## src/rtl/uart_tx_arb_pkg.sv

```systemverilog
// Shared types and constants for the round-robin UART transmit arbiter.
package uart_tx_arb_pkg;

  localparam int unsigned ByteW = 8;

  typedef enum logic [1:0] {
    StIdle,
    StSend,
    StWait,
    StHold
  } arb_state_e;

endpackage

```

## src/rtl/uart_rr_pick.sv

```systemverilog
// Combinational round-robin picker: first set request after last_i, wrapping at NumReq.
module uart_rr_pick #(
  parameter int unsigned NumReq = 4,
  parameter int unsigned IdxW   = $clog2(NumReq)
) (
  input  logic [NumReq-1:0] req_i,
  input  logic [IdxW-1:0]   last_i,
  output logic              valid_o,
  output logic [IdxW-1:0]   winner_o
);

  logic [IdxW-1:0] idx;

  always_comb begin
    valid_o  = |req_i;
    winner_o = '0;
    idx      = '0;
    // Scan farthest-first so the nearest set bit after last_i is the final assignment.
    for (int k = NumReq; k >= 1; k--) begin
      idx = IdxW'((32'(last_i) + 32'(k)) % NumReq);
      if (req_i[idx]) begin
        winner_o = idx;
      end
    end
  end

endmodule

```

## src/rtl/uart_tx_arbiter.sv

```systemverilog
// Round-robin arbiter sharing one UART transmitter between NumReq byte requesters.
// Define UART_TX_ARB_LOCK_EN to let a requester keep ownership across bytes via req_lock_i.
module uart_tx_arbiter
  import uart_tx_arb_pkg::*;
#(
  parameter int unsigned NumReq = 4,
  localparam int unsigned IdxW  = $clog2(NumReq)
) (
  input  logic                    clk_i,
  input  logic                    rst_i,
  input  logic [NumReq-1:0]       req_i,
  input  logic [ByteW*NumReq-1:0] req_data_i,
  input  logic [NumReq-1:0]       req_lock_i,
  output logic [NumReq-1:0]       gnt_o,
  output logic [IdxW-1:0]         owner_o,
  output logic                    busy_o,
  output logic                    trmt_o,
  output logic [ByteW-1:0]        tx_data_o,
  input  logic                    tx_done_i
);

  arb_state_e        state_q;
  logic [ByteW-1:0]  tx_data_q;
  logic [IdxW-1:0]   owner_q;
  logic [IdxW-1:0]   last_q;
  logic [NumReq-1:0] gnt_q;
  logic              trmt_q;
  logic              busy_q;

  logic              pick_valid;
  logic [IdxW-1:0]   pick_idx;

  uart_rr_pick #(
    .NumReq(NumReq),
    .IdxW  (IdxW)
  ) u_pick (
    .req_i   (req_i),
    .last_i  (last_q),
    .valid_o (pick_valid),
    .winner_o(pick_idx)
  );

`ifndef UART_TX_ARB_LOCK_EN
  logic unused_lock;
  assign unused_lock = ^req_lock_i;
`endif

  always_ff @(posedge clk_i or posedge rst_i) begin
    if (rst_i) begin
      state_q   <= StIdle;
      tx_data_q <= '0;
      owner_q   <= '0;
      last_q    <= IdxW'(NumReq - 1);
      gnt_q     <= '0;
      trmt_q    <= 1'b0;
      busy_q    <= 1'b0;
    end else begin
      // gnt/trmt are single-cycle pulses, only raised on entry to StSend.
      trmt_q <= 1'b0;
      gnt_q  <= '0;
      unique case (state_q)
        StIdle: begin
          if (pick_valid) begin
            tx_data_q <= req_data_i[ByteW*int'(pick_idx) +: ByteW];
            owner_q   <= pick_idx;
            last_q    <= pick_idx;
            gnt_q     <= NumReq'(1) << pick_idx;
            trmt_q    <= 1'b1;
            busy_q    <= 1'b1;
            state_q   <= StSend;
          end
        end
        StSend: begin
          state_q <= StWait;
        end
        StWait: begin
          if (tx_done_i) begin
`ifdef UART_TX_ARB_LOCK_EN
            if (req_lock_i[owner_q]) begin
              state_q <= StHold;
            end else begin
              state_q <= StIdle;
              busy_q  <= 1'b0;
            end
`else
            state_q <= StIdle;
            busy_q  <= 1'b0;
`endif
          end
        end
        StHold: begin
`ifdef UART_TX_ARB_LOCK_EN
          if (!req_lock_i[owner_q]) begin
            state_q <= StIdle;
            busy_q  <= 1'b0;
          end else if (req_i[owner_q]) begin
            // Locked owner re-sends without arbitration; last_q stays put.
            tx_data_q <= req_data_i[ByteW*int'(owner_q) +: ByteW];
            gnt_q     <= NumReq'(1) << owner_q;
            trmt_q    <= 1'b1;
            state_q   <= StSend;
          end
`else
          state_q <= StIdle;
          busy_q  <= 1'b0;
`endif
        end
        default: begin
          state_q <= StIdle;
          busy_q  <= 1'b0;
        end
      endcase
    end
  end

  assign gnt_o     = gnt_q;
  assign owner_o   = owner_q;
  assign busy_o    = busy_q;
  assign trmt_o    = trmt_q;
  assign tx_data_o = tx_data_q;

endmodule

```

## config.mk

```make
export PLATFORM = sky130hd
export DESIGN_NAME = uart_tx_arbiter
export DESIGN_NICKNAME = d
export VERILOG_FILES = /design/src/rtl/uart_tx_arb_pkg.sv /design/src/rtl/uart_rr_pick.sv /design/src/rtl/uart_tx_arbiter.sv
export SDC_FILE = /design/constraint.sdc
export NUM_CORES = 1
export LEC_CHECK = 0
export ABC_AREA = 0
export CAP_MARGIN = 30
export CORE_MARGIN = 2
export CORE_UTILIZATION = 38
export CTS_CLUSTER_DIAMETER = 100
export DETAILED_ROUTE_END_ITERATION = 12
export GPL_TIMING_DRIVEN = 0
export PLACE_DENSITY = 0.79
export SLEW_MARGIN = 20
export SYNTH_ARGS = -nofsm -noshare
export SYNTH_HDL_FRONTEND = slang
export SYNTH_SLANG_ARGS = --single-unit
```

## constraint.sdc

```tcl
create_clock -name clk_i -period 2.1 [get_ports clk_i]
set_clock_uncertainty 0.05 [all_clocks]
set_input_delay 0.42 -clock clk_i [delete_from_list [all_inputs] [get_ports clk_i]]
set_output_delay 0.42 -clock clk_i [all_outputs]
set_load 0.005 [all_outputs]
```

==> key figures, run 1 <==
Detailed routing
  • WL final: 2.840 mm
  • DR top layer: met4
  • Routed wl met2: between 1 and 1.5 mm
  • Met3 Wirelength: 214 um
  • DRT antenna net count: 0
  • M1 WL: 1.145 mm
  • Wirelength per Cell: 14.13 um
  • Drt pass-1 iters: 4
  • DRC viols: 0
  • Initial DRC count: 18
  • Detailed-route via count: about 1,100
  • Vias/cell: approximately 5.4

Yosys
  • Count leader, synth: dfrtp_1
  • Top FF cell, synth: dfrtp_1
  • Number of synthesized register bits: 20
  • Xor and xnor area share after synthesis: 0%
  • Post-Synth Adder-Cell Area: 0%
  • Async SR Flop Fraction: 100.0%
  • Cell taking the most area after synthesis: dfrtp_1
  • Synth Area in Compound Gates: 22.09%
  • Synthesized Nets: 154
  • Largest family of logic cells by synthesized area: compound AO/OA/AOI/OAI gates
  • Post-synthesis cell type count: 28
  • Synth area leaders: dfrtp_1 (41%), a211oi_1 (11%), mux2i_1 (7.4%)
  • Simple logic cell fraction of the synthesized area: between 10% and 20%
  • Post-synthesis mux area share: under 10%
  • Yosys warning count: 0
  • EDFF count, synth: 0
  • Mapped Cells: 111
  • Commonest cells in the synthesized netlist: dfrtp_1 (18), a211oi_1 (16), nor2_1 (15)
  • Top-area cell type share of the netlist area: 41.43%
  • Sequential area share after synthesis: 46.26%
  • Mean Syn Cell Area: 9.795 um^2
  • Synthesized area: 1087 um^2

Critical path
  • Path depth of the worst reg2reg path: 8
  • CP Depth: 8
  • Setup crit start kind: input port
  • Reg-to-Reg Start: last_q[0]
  • Worst Path Buf+Inv: 3
  • Crit-path max FO: 10
  • RR Endpoint: tx_data_o[1]
  • Crit-path slowest cell: clkdlybuf4s50_1
  • CP peak stage delay: 0.53 ns
  • Worst path cell trace: clkdlybuf4s50_1 -> nor2b_1 -> o21ai_4 -> and3_1 -> buf_6 -> buf_12 -> mux2i_1 -> a211oi_2
  • End of the critical path: tx_data_o[1]
  • CP required: 2.22 ns
  • Crit end category: flip-flop
  • Cell family with most CP delay: buffers and inverters
  • Worst reg2reg setup slack: 0.09 ns
  • Worst setup path category: in2reg
  • Worst Path Arrival: 2.17 ns
  • CP startpoint: req_i[2]

Floorplanning
  • Die X: 57.49 um
  • Chip height: 57.49 um
  • Ports: 59
  • Row Count: 19
  • Placeable Area: around 2700 um^2
  • Die area: 3305 um^2
  • Initial Util: 39.77%

Clock network
  • Clk_lat worst skew: 0.30 ns
  • Clk sinks: 20
  • Clock Tree Buf Depth: 2
  • Clock slew at reported path FFs: 0.11 ns
  • Clock root buffer: clkbuf_4
  • TritonCTS Buffers: 3
  • CTS tree: done
  • Hold_buf cts: 0
  • Htree depth: 1

STA
  • Tmin final: 2.048 ns
  • Final Hold Fails: 0
  • Final worst slack: 0.05152 ns
  • Hold_ws: 0.4439 ns
  • Fmax: 488.2 MHz
  • Setup violations, final: 0
  • Period utilization: 97.55%
  • Final setup TNS: 0 ns
  • Rel. slew slack: 50.42%
  • Worst-Margin Slew: ~0.74 ns
  • RSZ-0062 raised after global routing: yes
  • Max-slew violation count: 0

Global routing
  • Gr usage total: 18.39%
  • Largest net degree at the start of global routing: 21
  • Global-route wire length before repair: around 4.7 mm
  • Vias in the first global route: 1,063
  • Initial antenna violation count: 0
  • Grt total ovfl: 0

Final layout
  • Share of layout cells above drive strength 1: 13.53%
  • Fin util: between 60% and 70%
  • FILL cells: 221
  • Diode count: 0
  • Nets: 214
  • Synth-to-layout area growth: 60.18%

Hold path
  • HP Start: busy_o
  • Min-Delay Path Class: reg2reg

Pwr
  • Switch Pwr: 0.7635 mW
  • Peak VDD IR: just under 0.7 mV
  • Switching portion of total power: 37.23%
  • Flop pwr share: 33.4%
  • Final total power: 2.051 mW
  • Clock Power Share: 9.4%
  • Leak: 0.7495 nW
  • Combinational Power Share: 57.2%
  • Power Density: between 1000 and 1500 nW/um^2
  • Internal power: 1.287 mW

Place
  • Gpl congestion: approximately 0.8
  • Port-buffer cells: between 50 and 60
  • Setup WS pre-CTS: -0.5917 ns
  • Dpl hpwl: 2.142 mm

Run status
  • Status: completed

Flow run
  • Maximum Capacitance Violations: 0
-- power by group through the flow --
| stage | Clock, mW | Combinational [mW] | Sequential [mW] |
|---|---|---|---|
| floorplan | 0 | 0.609 | 0.692 |
| global placement | 0 | 1.07 | 0.686 |
| detailed placement | 0 | 1.11 | 0.688 |
| CTS | 0.189 | 1.15 | 0.685 |
| global route | 0.206 | 1.26 | 0.714 |
| finish | 0.192 | 1.17 | 0.685 |
-- kinds of logic (layout without fill, tap and decap cells) --
| family | count (synthesis) | in the layout |
|---|---|---|
| buffers and inverters | 17 | 76 |
| and+or+nand+nor | 32 | 32 |
| AOI/OAI and AO/OA | 33 | 33 |
| DFF | 20 | 20 |
| muxes | 9 | 9 |
-- final cells by class --
cell class | instances | area (um^2) | share of cell area (%)
Sequential cell | 20 | 503.0 | 28.88
Clock buffer | 4 | 26.28 | 1.509
Tap cell | 31 | 38.79 | 2.227
Multi-Input combinational cell | 74 | 526.8 | 30.24
Inverter | 12 | 45.04 | 2.586
Buffer | 5 | 53.80 | 3.089
Timing Repair Buffer | 55 | 548.0 | 31.47
-- metal layers --
layer	vias up	GRT usage, %
li1	516	-
met1	504	21.34
met2	55	33.77
met3	5	3.401
met4	0	5.980
met5	-	0
-- registers in the layout, summed over array words and instances (netlist names) --
name / cells
busy_o: 1
owner_o: 2
tx_data_o: 8
last_q: 2
state_q: 2
gnt_o: 4
trmt_o: 1
-- worst register-to-register path, cell delays in order (launching register included) --
cell	delay (ns)
dfstp_2	0.58
nand2b_1	0.14
a21o_1	0.11
clkbuf_4	0.18
and3_1	0.19
buf_6	0.13
buf_12	0.13
mux2i_1	0.26
a211oi_2	0.10
-- how the worst min path moves through the flow --
stage | to | slack [ns] | cells past startpoint
finish | busy_o | 0.44 | 2
global route | busy_o | 0.48 | 2
CTS | busy_o | 0.45 | 2
detailed placement | busy_o | 0.42 | 2
global placement | busy_o | 0.42 | 2
floorplan | busy_o | 0.33 | 1
-- metrics by stage --
step / area (um^2) / instances
after detailed placement: 1667 / 196
after floorplan: 1087 / 111
after global placement: 1667 / 196
after global routing: 1742 / 201
after CTS: 1722 / 201
final: 1742 / 201
-- timing repair --
action / CTS / global route
gates resized for setup: 7 / 5
buffers inserted: 1 / 0
pin swaps: 2 / 0
setup endpoints to repair: 9 / 8
-- cells in the final DEF, fill, tap and decap left out, drive strengths merged --
| master | count |
|---|---|
| a21oi | 2 |
| nor2b | 2 |
| o21ai | 4 |
| nand2b | 2 |
| a311o | 1 |
| or2 | 1 |
| a21o | 2 |
| nor4 | 1 |
| clkbuf | 6 |
| dlymetal6s2s | 1 |
| dfstp | 2 |
| dfrtp | 18 |
| mux2 | 1 |
| nor3 | 2 |
| buf | 4 |
| a211oi | 16 |
| nand2 | 4 |
| a31oi | 8 |
| and3 | 3 |
| nor3b | 1 |
| mux2i | 8 |
| dlygate4sd2 | 2 |
| inv | 12 |
| nor2 | 16 |
| clkdlybuf4s50 | 51 |
(Power assumes the default switching activity.)
==> run 2: changes to the inputs <==
Settings changed: CTS_CLUSTER_SIZE from default to 10.
==> results of run 2 <==
Final layout, timing and power as in run 1 (identical DEF).
